### config.mk
export PLATFORM = sky130hd
export DESIGN_NAME = main_memory_arbiter_flat
export DESIGN_NICKNAME = d
export VERILOG_FILES = /design/src/rtl/main_memory_arbiter_if.sv /design/src/rtl/main_memory_arbiter.sv /design/src/flat_wrapper.sv
export SDC_FILE = /design/constraint.sdc
export NUM_CORES = 1
export LEC_CHECK = 0
export ABC_CLOCK_PERIOD_IN_PS = 4000
export CORE_ASPECT_RATIO = 0.6
export CORE_MARGIN = 1.5
export CORE_UTILIZATION = 45
export CTS_CLUSTER_SIZE = 40
export DETAILED_ROUTE_END_ITERATION = 12
export PLACE_DENSITY = 0.83
export SYNTH_ARGS = -nofsm -noshare
export SYNTH_HDL_FRONTEND = slang
export SYNTH_SLANG_ARGS = --single-unit
### constraint.sdc
create_clock -name clock -period 4 [get_ports clock]
set_input_delay 0.4 -clock clock [delete_from_list [all_inputs] [get_ports clock]]
set_output_delay 0.4 -clock clock [all_outputs]
set_load 0.03 [all_outputs]
### src/rtl/main_memory_arbiter_if.sv
// -----------------------------------------------------------------------------
// main_memory_arbiter_if
//   Bundles the instruction port (I), the load/store port (D) and the
//   MainMemory side of the arbiter into one interface.
//   slave  : the arbiter's view (takes requests and mem_rdata, drives ready,
//            read data and the memory controls)
//   master : the surrounding system's view (CPU front end plus MainMemory)
// Signals
//   i_req/i_addr/i_ready/i_rdata                  instruction fetch port
//   d_req/d_write/d_addr/d_wdata/d_ready/d_rdata  load/store port
//   mem_addr/mem_write/mem_wdata/mem_rdata        MainMemory port
//   mem_busy                                      high while an access is in flight
// -----------------------------------------------------------------------------
interface main_memory_arbiter_if #(
   parameter int ADDR_W = 32,
   parameter int DATA_W = 32
);
   logic              i_req;
   logic [ADDR_W-1:0] i_addr;
   logic              i_ready;
   logic [DATA_W-1:0] i_rdata;

   logic              d_req;
   logic              d_write;
   logic [ADDR_W-1:0] d_addr;
   logic [DATA_W-1:0] d_wdata;
   logic              d_ready;
   logic [DATA_W-1:0] d_rdata;

   logic [ADDR_W-1:0] mem_addr;
   logic              mem_write;
   logic [DATA_W-1:0] mem_wdata;
   logic [DATA_W-1:0] mem_rdata;
   logic              mem_busy;

   modport slave (
      input  i_req, i_addr, d_req, d_write, d_addr, d_wdata, mem_rdata,
      output i_ready, i_rdata, d_ready, d_rdata,
             mem_addr, mem_write, mem_wdata, mem_busy
   );

   modport master (
      output i_req, i_addr, d_req, d_write, d_addr, d_wdata, mem_rdata,
      input  i_ready, i_rdata, d_ready, d_rdata,
             mem_addr, mem_write, mem_wdata, mem_busy
   );
endinterface

### src/rtl/main_memory_arbiter.sv
// -----------------------------------------------------------------------------
// main_memory_arbiter
//   Shares the single-port MainMemory between the instruction fetch port (I)
//   and the load/store port (D). One request is latched at a time, the memory
//   is held for LATENCY cycles, then the owner gets a one-cycle ready pulse.
//   D wins ties unless I has waited MAX_WAIT or more cycles.
// Ports
//   clock  system clock, all state changes on posedge
//   reset  synchronous, active-high
//   bus    main_memory_arbiter_if.slave (I port, D port, MainMemory port)
// -----------------------------------------------------------------------------
module main_memory_arbiter #(
   parameter int ADDR_W   = 32,
   parameter int DATA_W   = 32,
   parameter int LATENCY  = 2,
   parameter int MAX_WAIT = 8
) (
   input  logic                 clock,
   input  logic                 reset,
   main_memory_arbiter_if.slave bus
);
   localparam int CNT_W  = (LATENCY > 1) ? $clog2(LATENCY) : 1;
   localparam int WAIT_W = $clog2(MAX_WAIT + 1);

   typedef enum logic [1:0] {IDLE, ACCESS, RESP} state_t;

   state_t            state, state_nxt;
   logic              owner_d;       // 1: D owns the current access, 0: I
   logic [CNT_W-1:0]  cnt;
   logic [WAIT_W-1:0] i_wait;
   logic [ADDR_W-1:0] mem_addr_q;
   logic [DATA_W-1:0] mem_wdata_q;
   logic              mem_write_q;
   logic [DATA_W-1:0] i_rdata_q;
   logic [DATA_W-1:0] d_rdata_q;

   logic any_req, i_starved, grant_d, grant_i, last_beat;

   assign any_req   = bus.i_req | bus.d_req;
   assign i_starved = (i_wait >= WAIT_W'(MAX_WAIT));
   // Only meaningful in IDLE: D wins unless a starved I is also asking.
   assign grant_d   = bus.d_req & ~(bus.i_req & i_starved);
   assign grant_i   = (state == IDLE) & bus.i_req & ~grant_d;
   assign last_beat = (state == ACCESS) && (cnt == CNT_W'(LATENCY - 1));

   // State register.
   // NOTE: sequential state is assigned with <= so every flop samples the
   // pre-edge values, independent of statement or process order.
   always_ff @(posedge clock) begin
      if (reset) state <= IDLE;
      else       state <= state_nxt;
   end

   // Next-state logic.
   // NOTE: state_nxt gets a default before the case so no path leaves it
   // unassigned, which would otherwise infer a latch.
   always_comb begin
      state_nxt = state;
      unique case (state)
         IDLE:    if (any_req)   state_nxt = ACCESS;
         ACCESS:  if (last_beat) state_nxt = RESP;
         RESP:                   state_nxt = IDLE;
         default:                state_nxt = IDLE;
      endcase
   end

   // Request latch, access counter and read-data capture.
   always_ff @(posedge clock) begin
      if (reset) begin
         owner_d     <= 1'b0;
         cnt         <= '0;
         mem_addr_q  <= '0;
         mem_wdata_q <= '0;
         mem_write_q <= 1'b0;
         i_rdata_q   <= '0;
         d_rdata_q   <= '0;
      end else begin
         unique case (state)
            IDLE: begin
               if (any_req) begin
                  owner_d     <= grant_d;
                  mem_addr_q  <= grant_d ? bus.d_addr : bus.i_addr;
                  mem_write_q <= grant_d & bus.d_write;
                  // I has no write data; mem_wdata keeps its last value.
                  if (grant_d) mem_wdata_q <= bus.d_wdata;
                  cnt <= '0;
               end
            end
            ACCESS: begin
               cnt <= cnt + CNT_W'(1);
               if (last_beat) begin
                  mem_write_q <= 1'b0;
                  // mem_write_q still holds the latched direction here.
                  if (!mem_write_q) begin
                     if (owner_d) d_rdata_q <= bus.mem_rdata;
                     else         i_rdata_q <= bus.mem_rdata;
                  end
               end
            end
            default: ;
         endcase
      end
   end

   // I starvation counter: counts while I asks but is not being served,
   // saturates at MAX_WAIT, clears on the edge that grants I.
   always_ff @(posedge clock) begin
      if (reset)
         i_wait <= '0;
      else if (grant_i)
         i_wait <= '0;
      else if (bus.i_req && !((state != IDLE) && !owner_d) && !i_starved)
         i_wait <= i_wait + WAIT_W'(1);
   end

   // Outputs decoded from state; ready goes to the owner only.
   always_comb begin
      bus.i_ready  = 1'b0;
      bus.d_ready  = 1'b0;
      if (state == RESP) begin
         if (owner_d) bus.d_ready = 1'b1;
         else         bus.i_ready = 1'b1;
      end
      bus.mem_busy = (state == ACCESS);
   end

   assign bus.mem_addr  = mem_addr_q;
   assign bus.mem_wdata = mem_wdata_q;
   assign bus.mem_write = mem_write_q;
   assign bus.i_rdata   = i_rdata_q;
   assign bus.d_rdata   = d_rdata_q;
endmodule
### src/flat_wrapper.sv
// flat-port wrapper written by rule: the top's interface ports become plain ports
module main_memory_arbiter_flat 
#(
   parameter int ADDR_W   = 32,
   parameter int DATA_W   = 32,
   parameter int LATENCY  = 2,
   parameter int MAX_WAIT = 8
)
  (clock, reset, bus_i_req, bus_i_addr, bus_d_req, bus_d_write, bus_d_addr, bus_d_wdata, bus_mem_rdata, bus_i_ready, bus_i_rdata, bus_d_ready, bus_d_rdata, bus_mem_addr, bus_mem_write, bus_mem_wdata, bus_mem_busy);
  main_memory_arbiter_if #(.ADDR_W(ADDR_W), .DATA_W(DATA_W)) bus_i ();
  input  logic clock;
  input  logic reset;
  input wire logic [$bits(bus_i.i_req)-1:0] bus_i_req;
  input wire logic [$bits(bus_i.i_addr)-1:0] bus_i_addr;
  input wire logic [$bits(bus_i.d_req)-1:0] bus_d_req;
  input wire logic [$bits(bus_i.d_write)-1:0] bus_d_write;
  input wire logic [$bits(bus_i.d_addr)-1:0] bus_d_addr;
  input wire logic [$bits(bus_i.d_wdata)-1:0] bus_d_wdata;
  input wire logic [$bits(bus_i.mem_rdata)-1:0] bus_mem_rdata;
  output wire logic [$bits(bus_i.i_ready)-1:0] bus_i_ready;
  output wire logic [$bits(bus_i.i_rdata)-1:0] bus_i_rdata;
  output wire logic [$bits(bus_i.d_ready)-1:0] bus_d_ready;
  output wire logic [$bits(bus_i.d_rdata)-1:0] bus_d_rdata;
  output wire logic [$bits(bus_i.mem_addr)-1:0] bus_mem_addr;
  output wire logic [$bits(bus_i.mem_write)-1:0] bus_mem_write;
  output wire logic [$bits(bus_i.mem_wdata)-1:0] bus_mem_wdata;
  output wire logic [$bits(bus_i.mem_busy)-1:0] bus_mem_busy;
  assign bus_i.i_req = bus_i_req;
  assign bus_i.i_addr = bus_i_addr;
  assign bus_i.d_req = bus_d_req;
  assign bus_i.d_write = bus_d_write;
  assign bus_i.d_addr = bus_d_addr;
  assign bus_i.d_wdata = bus_d_wdata;
  assign bus_i.mem_rdata = bus_mem_rdata;
  assign bus_i_ready = bus_i.i_ready;
  assign bus_i_rdata = bus_i.i_rdata;
  assign bus_d_ready = bus_i.d_ready;
  assign bus_d_rdata = bus_i.d_rdata;
  assign bus_mem_addr = bus_i.mem_addr;
  assign bus_mem_write = bus_i.mem_write;
  assign bus_mem_wdata = bus_i.mem_wdata;
  assign bus_mem_busy = bus_i.mem_busy;
  main_memory_arbiter #(.ADDR_W(ADDR_W), .DATA_W(DATA_W), .LATENCY(LATENCY), .MAX_WAIT(MAX_WAIT)) u_core (.clock(clock), .reset(reset), .bus(bus_i));
endmodule
==> Flow_metrics.wiki <==
{| class="wikitable"
! Metric !! Value
|-
| Result of the run || finished, final reports clean
|-
| Via density || 5.67
|-
| Number of buffers between clock root and the deepest sink || 2
|-
| Count of pins over their slew limit || 0
|-
| Diode insertion count for antenna repair || 0
|-
| Top area cells in the synthesized netlist || sky130_fd_sc_hd__dfxtp_1, sky130_fd_sc_hd__a21oi_1, sky130_fd_sc_hd__o21ai_0
|-
| Sort of element at the end of the critical path || register
|-
| Count of synthesis-stage warnings from yosys || 0
|-
| Area share of the leading cell type in the synthesized netlist || approximately 48%
|-
| Io pins || 265
|-
| Largest family of logic cells by synthesized area || compound AO/OA/AOI/OAI gates
|-
| Most instantiated cells after synthesis || sky130_fd_sc_hd__dfxtp_1, sky130_fd_sc_hd__a21oi_1, sky130_fd_sc_hd__o21ai_0
|-
| Mean post-synth cell area || 8.39 um2
|-
| Endpoint of the worst setup timing path || u_core.bus.mem_wdata[10]
|-
| Clock insertion delay at the later pin of the skew report || 0.41 ns
|-
| Initial Util || ~47%
|-
| Clk Tree Root Cell || sky130_fd_sc_hd__clkbuf_16
|-
| Worst Path Class, Setup || input port to register
|-
| Sequence of cells on the critical path || clkdlybuf4s50_1, a21bo_1, buf_4, o21ai_0, a21oi_1
|-
| Syn nets || ~820
|-
| Most repeated cell in the gate-level netlist after synthesis || sky130_fd_sc_hd__dfxtp_1
|-
| Fraction of final layout cells with drive strength greater than 1 || slightly below 7%
|-
| Share of synthesized area occupied by flip-flops and latches || 47.9%
|-
| Final routed DRC violation total || 0
|-
| Post-synthesis adder-cell area fraction || 0.437%
|-
| Number of maximum-capacitance constraint violations || 0
|-
| Critical path origin || bus_i_req
|-
| Least setup slack across all paths after layout || 1.55 ns
|-
| Overall power of the completed layout || around 3.7 mW
|-
| Largest net degree at the start of global routing || 99
|-
| Setup repair after global routing missed its margin || no
|-
| Die width || about 150 um
|-
| Count of nets after finishing || between 1000 and 1500
|-
| Leakage power || 3.01 nW
|-
| HPWL after detailed placement || roughly 13 mm
|-
| Clock Skew || 0.0162 ns
|-
| Total Die Area || 13400 um2
|-
| Number of iterations in the first detailed-routing pass || 5
|-
| Gate count after technology mapping || 683
|-
| Post-detailed-route wirelength per cell || 17.7 um
|-
| Synth Area in XOR/XNOR || 0%
|-
| Finished Core Util || 71.6%
|-
| Total power divided by cell area || 421 nW/um2
|-
| TritonCTS clock tree || yes
|-
| Class of the tightest hold or removal check || register to register
|-
| Critical R2R Capture || u_core.bus.mem_addr[30]
|-
| Number of buffers inserted during clock tree synthesis || 17
|-
| Leftover overflow at the end of global routing || 0
|-
| Number of gates resized after CTS || 0
|-
| Highest attainable clock frequency || 408 MHz
|-
| Commonest register cell after synthesis || sky130_fd_sc_hd__dfxtp_1
|-
| Logic depth of the worst register-to-register path || 3
|-
| Worst R2R Setup Slack || 1.63 ns
|-
| Slowest CP cell || sky130_fd_sc_hd__a21bo_1
|-
| Final weighted congestion of routability-driven global placement || 0.858
|-
| Layout filler cell count || 945
|-
| First DRT Iteration DRCs || 351
|-
| Routed wire length || about 19 mm
|-
| Wire length of the first global-routing pass || 30.0 mm
|-
| Final Cycle Share || 61.3%
|-
| Via count of the first global-routing pass || 5936
|-
| Number of setup buffers added after CTS || 0
|-
| Post-synthesis mux area share || 0.175%
|-
| Final-report hold violation count || 0
|-
| IR Drop Worst-Case VDD || ~360 uV
|-
| Overall track demand over capacity in global routing || 27.8%
|-
| R2r startpoint || u_core.state[0]
|-
| Number of different library cells in the post-synthesis netlist || 38
|-
| Cell Rows || 31
|-
| Count of flip-flops with a built-in enable after synthesis || 0
|-
| CTS clock-pin slew for the worst setup and hold paths || 0.07 ns
|-
| H-tree levels || 4
|-
| Core area || 12200 um2
|-
| Port bufs || 264
|-
| Transition time at the pin with the least slew margin || 1.09 ns
|-
| Antenna-violating nets left || 0
|-
| Area of the mapped netlist || 5730 um2
|-
| Critical path fanouts, max || 35
|-
| Relative max-transition margin || between 20% and 30%
|-
| Initial antenna violation count || 0
|-
| Final setup violation count || 0
|-
| Time the worst path needs with I/O delays and setup || ~2.5 ns
|-
| Fraction of the mapped netlist area in compound gates || 27.5%
|-
| Arrival time of data at the critical path endpoint || 2.79 ns
|-
| Cell accounting for the most synthesized area || sky130_fd_sc_hd__dfxtp_1
|-
| Setup Total Neg Slack || 0 ns
|-
| Worst slack at placement || 1.16 ns
|-
| Slowest cell delay on critical path || approximately 0.88 ns
|-
| Simple-gate share of the synthesized area || 15.8%
|-
| Total of flip-flops plus latches after synthesis || 137
|-
| Die extent in y || 90.4 um
|-
| Async set or reset register ratio after synthesis || 0%
|-
| Kind of launch point of the worst setup path || input port
|-
| Clock sinks || 137
|-
| Final hold slack || 0.474 ns
|-
| Area growth from synthesis to layout || 52.8%
|-
| Vias after detailed routing || between 6000 and 7000
|-
| Required time of the critical path || 4.34 ns
|-
| Number of hold buffers added after cts || 0
|}
[logic make-up after synthesis]
family	count (synthesis)
AO/OA/AOI/OAI	273
adder cells (fa/ha/maj)	2
buffers and inverters	82
flip-flops	137
multiplexers	1
AND/OR/NAND/NOR	188
[cells in the final DEF (no fill, tap or decap), types with 2 or more instances in the layout]
cell / n
sky130_fd_sc_hd__buf_4: 9
sky130_fd_sc_hd__clkdlybuf4s50_1: 263
sky130_fd_sc_hd__or2_2: 2
sky130_fd_sc_hd__nand2b_1: 4
sky130_fd_sc_hd__inv_1: 3
sky130_fd_sc_hd__nand3_1: 98
sky130_fd_sc_hd__clkinvlp_4: 2
sky130_fd_sc_hd__a311oi_2: 10
sky130_fd_sc_hd__a21oi_1: 134
sky130_fd_sc_hd__clkinv_4: 5
sky130_fd_sc_hd__nor2b_1: 2
sky130_fd_sc_hd__clkinv_2: 2
sky130_fd_sc_hd__nor3b_1: 3
sky130_fd_sc_hd__o21ai_0: 100
sky130_fd_sc_hd__nor3_1: 2
sky130_fd_sc_hd__inv_6: 5
sky130_fd_sc_hd__dfxtp_1: 136
sky130_fd_sc_hd__a311oi_1: 22
sky130_fd_sc_hd__nor2_1: 2
sky130_fd_sc_hd__clkbuf_16: 17
sky130_fd_sc_hd__nand2_1: 66
sky130_fd_sc_hd__ha_1: 2
sky130_fd_sc_hd__nor2_4: 2
[state kept, by name, indices dropped and copies added, names as in the netlist]
signal and flops:
u_core.bus.mem_addr 32, u_core.bus.d_rdata 32, u_core.owner_d 1, u_core.bus.mem_write 1, u_core.cnt 1, u_core.bus.mem_wdata 32
u_core.state 2, u_core.bus.i_rdata 32, u_core.i_wait 4
[worst min-delay path by stage]
stage | cells after the start | slack (ns) | to | from
after floorplan | 2 | 0.45 | u_core.i_wait[2] | u_core.i_wait[2]
after global placement | 2 | 0.46 | u_core.bus.i_rdata[5] | u_core.bus.i_rdata[5]
after detailed placement | 2 | 0.47 | u_core.bus.d_rdata[23] | u_core.bus.d_rdata[23]
after CTS | 2 | 0.48 | u_core.bus.d_rdata[23] | u_core.bus.d_rdata[23]
after global routing | 2 | 0.50 | u_core.bus.i_rdata[6] | u_core.bus.i_rdata[6]
final | 2 | 0.47 | u_core.bus.d_rdata[23] | u_core.bus.d_rdata[23]
[metal layers]
layer / GRT usage [%] / routed length, um
met1: 33.1 / 7570
met2: 45.9 / 9010
met3: 9.39 / 1790
met4: 11.2 / 588
met5: 0 / 0
[cell type report]
cell class	instances	area [um2]	share of cell area, %
clock buffer	18	439	5.02
clock inverter	14	113	1.29
inverter	4	15.0	0.172
multi-input combinational	464	2530	28.9
sequential	137	2740	31.4
tap	165	206	2.36
timing repair buffer	272	2700	30.9
[through the flow]
step,cells,instance area (um2)
finish,1074,8750
global route,1074,8750
CTS,1074,8750
detailed placement,1042,8200
global placement,1042,8200
floorplan,683,5730
[worst max-delay path: cells and delay by family]
kind	cells	cell delay, ns
AO/OA/AOI/OAI	3	1.24
buffers and inverters	2	1.13
[power breakdown]
part	switching, mW	internal (mW)	leakage (nW)
registers	0.0503	1.44	1.12
clock network	0.627	0.821	0.268
logic	0.423	0.320	1.62
(Power assumes the default switching activity.)
==> patch (same flow settings) <==
Encoding of `state_t`: now one-hot (3 bits for 3 states).
--- a/src/rtl/main_memory_arbiter.sv
+++ b/src/rtl/main_memory_arbiter.sv
@@ -24,3 +24,3 @@
 
-   typedef enum logic [1:0] {IDLE, ACCESS, RESP} state_t;
+   typedef enum logic [2:0] {IDLE = 3'b001, ACCESS = 3'b010, RESP = 3'b100} state_t;
 
Check against the original RTL: no difference found for any inputs over 4 cycles, from zero or initial values and one cycle with reset high; so few cycles prove little.
==> patch against the unedited design <==
Setup slack lost 280 ps; fmax shrank 10%; sequential cell count grew 1; total power rose by 4.7%; synthesized cell count down 4.2%; clock skew up 2.1 ps; utilization grew 3.7 points; design area fell by 2.7%; synthesized area is 8.9% lower; wire length shrank 12%; sequential share of layout area is 1.1 points higher; critical endpoint is now bus_mem_busy; largest power group is now clock.
==> patch: results (changes against the unedited design) <==
metric,value,unit,change
RD Place Congestion,0.824,,was 0.858
Switching Share,0.266,,was 0.299
worst-path fanout max,6,,was 35
proportion of layout cells with a drive suffix above 1,0.0509,,was 0.0682
vias in the first global route,5340,,was 5936
Synth Net Count,789,,was 818
Worst R2R Start,u_core.state[2],,was u_core.state[0]
gr usage total,0.273,,was 0.278
Slew headroom,0.163,,was 0.273
most instantiated cells after synthesis,"nand2_1 (228), dfxtp_1 (138), a21oi_1 (130)",,"was dfxtp_1 (137), a21oi_1 (134), o21ai_0 (100)"
initial DRC count,261,,was 351
Inst Count DP,1033,,was 1042
maximum vdd drop,0.345,mV,was 0.361 mV
dpl ws,1490,ps,was 1160 ps
global-route wire length before repair,26400,µm,was 30000 µm
Crit. Startpoint,u_core.state[1],,was bus_i_req
outcome,"complete, no violations",,unchanged
Hold Path Sink,u_core.bus.i_rdata[27],,was u_core.bus.d_rdata[23]
worst reg2reg path depth,4,,was 3
WP data arrival,2340,ps,was 2790 ps
FILL cells,798,,was 945
"Seq/Total Area, Yosys",0.530,,was 0.479
R2R Setup Slk,1610,ps,was 1630 ps
post-synthesis cell type count,39,,was 38
clock slew at reported path FFs,50,ps,was 70 ps
clock skew,18.3,ps,was 16.2 ps
CP Capture Point,bus_mem_busy,,was u_core.bus.mem_wdata[10]
[patch: cell types whose count changed after synthesis, sizes merged, moves of 4 or more]
cell    unedited run  this run
nand3             98         0
nor2               4        33
a311oi            32         1
buf               42        21
a21oi            134       130
a211oi             0        31
clkbuf            36        31
o21ai            100         3
nand2             66       228
[patch: layout make-up]
type | count | share of cell area
clock buffers | 18 | 0.0516
clock inverters | 13 | 0.0226
inverters | 2 | 0.000882
multi-input cells | 462 | 0.261
flip-flops and latches | 138 | 0.325
well taps | 160 | 0.0235
repair buffers | 271 | 0.316
[patch: cells by family (layout without fill, tap and decap cells)]
family                   Yosys count  in the layout  synth area share
AND/OR/NAND/NOR                  284            284             0.224
AO/OA/AOI/OAI                    171            171             0.183
flip-flops                       138            138             0.530
buffers and inverters             54            304            0.0492
XOR/XNOR                           3              3           0.00504
adder cells (fa/ha/maj)            2              2           0.00480
multiplexers                       2              2           0.00384
[patch: worst max-delay path, cell delays in order, from the launching register on]
cell,delay [ps]
dfxtp_1,470
nor3b_1,620
clkdlybuf4s50_1,840
[patch: per-layer routing]
| metal | track usage | vias to the layer above | share of wire |
|---|---|---|---|
| li1 | - | 2648 | - |
| met1 | 0.333 | 2585 | 0.42 |
| met2 | 0.465 | 230 | 0.48 |
| met3 | 0.0840 | 29 | 0.080 |
| met4 | 0.0928 | 0 | 0.017 |
| met5 | 0 | - | 0 |
[patch: power by group through the flow]
stage / clock network (W) / registers (W) / logic (W)
6_report: 0.00167 / 0.00150 / 0.000683
2_1_floorplan: 0 / 0.00166 / 0.000220
3_5_place_dp: 0 / 0.00153 / 0.000680
3_3_place_gp: 0 / 0.00153 / 0.000666
5_1_grt: 0.00177 / 0.00151 / 0.000729
4_1_cts: 0.00169 / 0.00150 / 0.000685
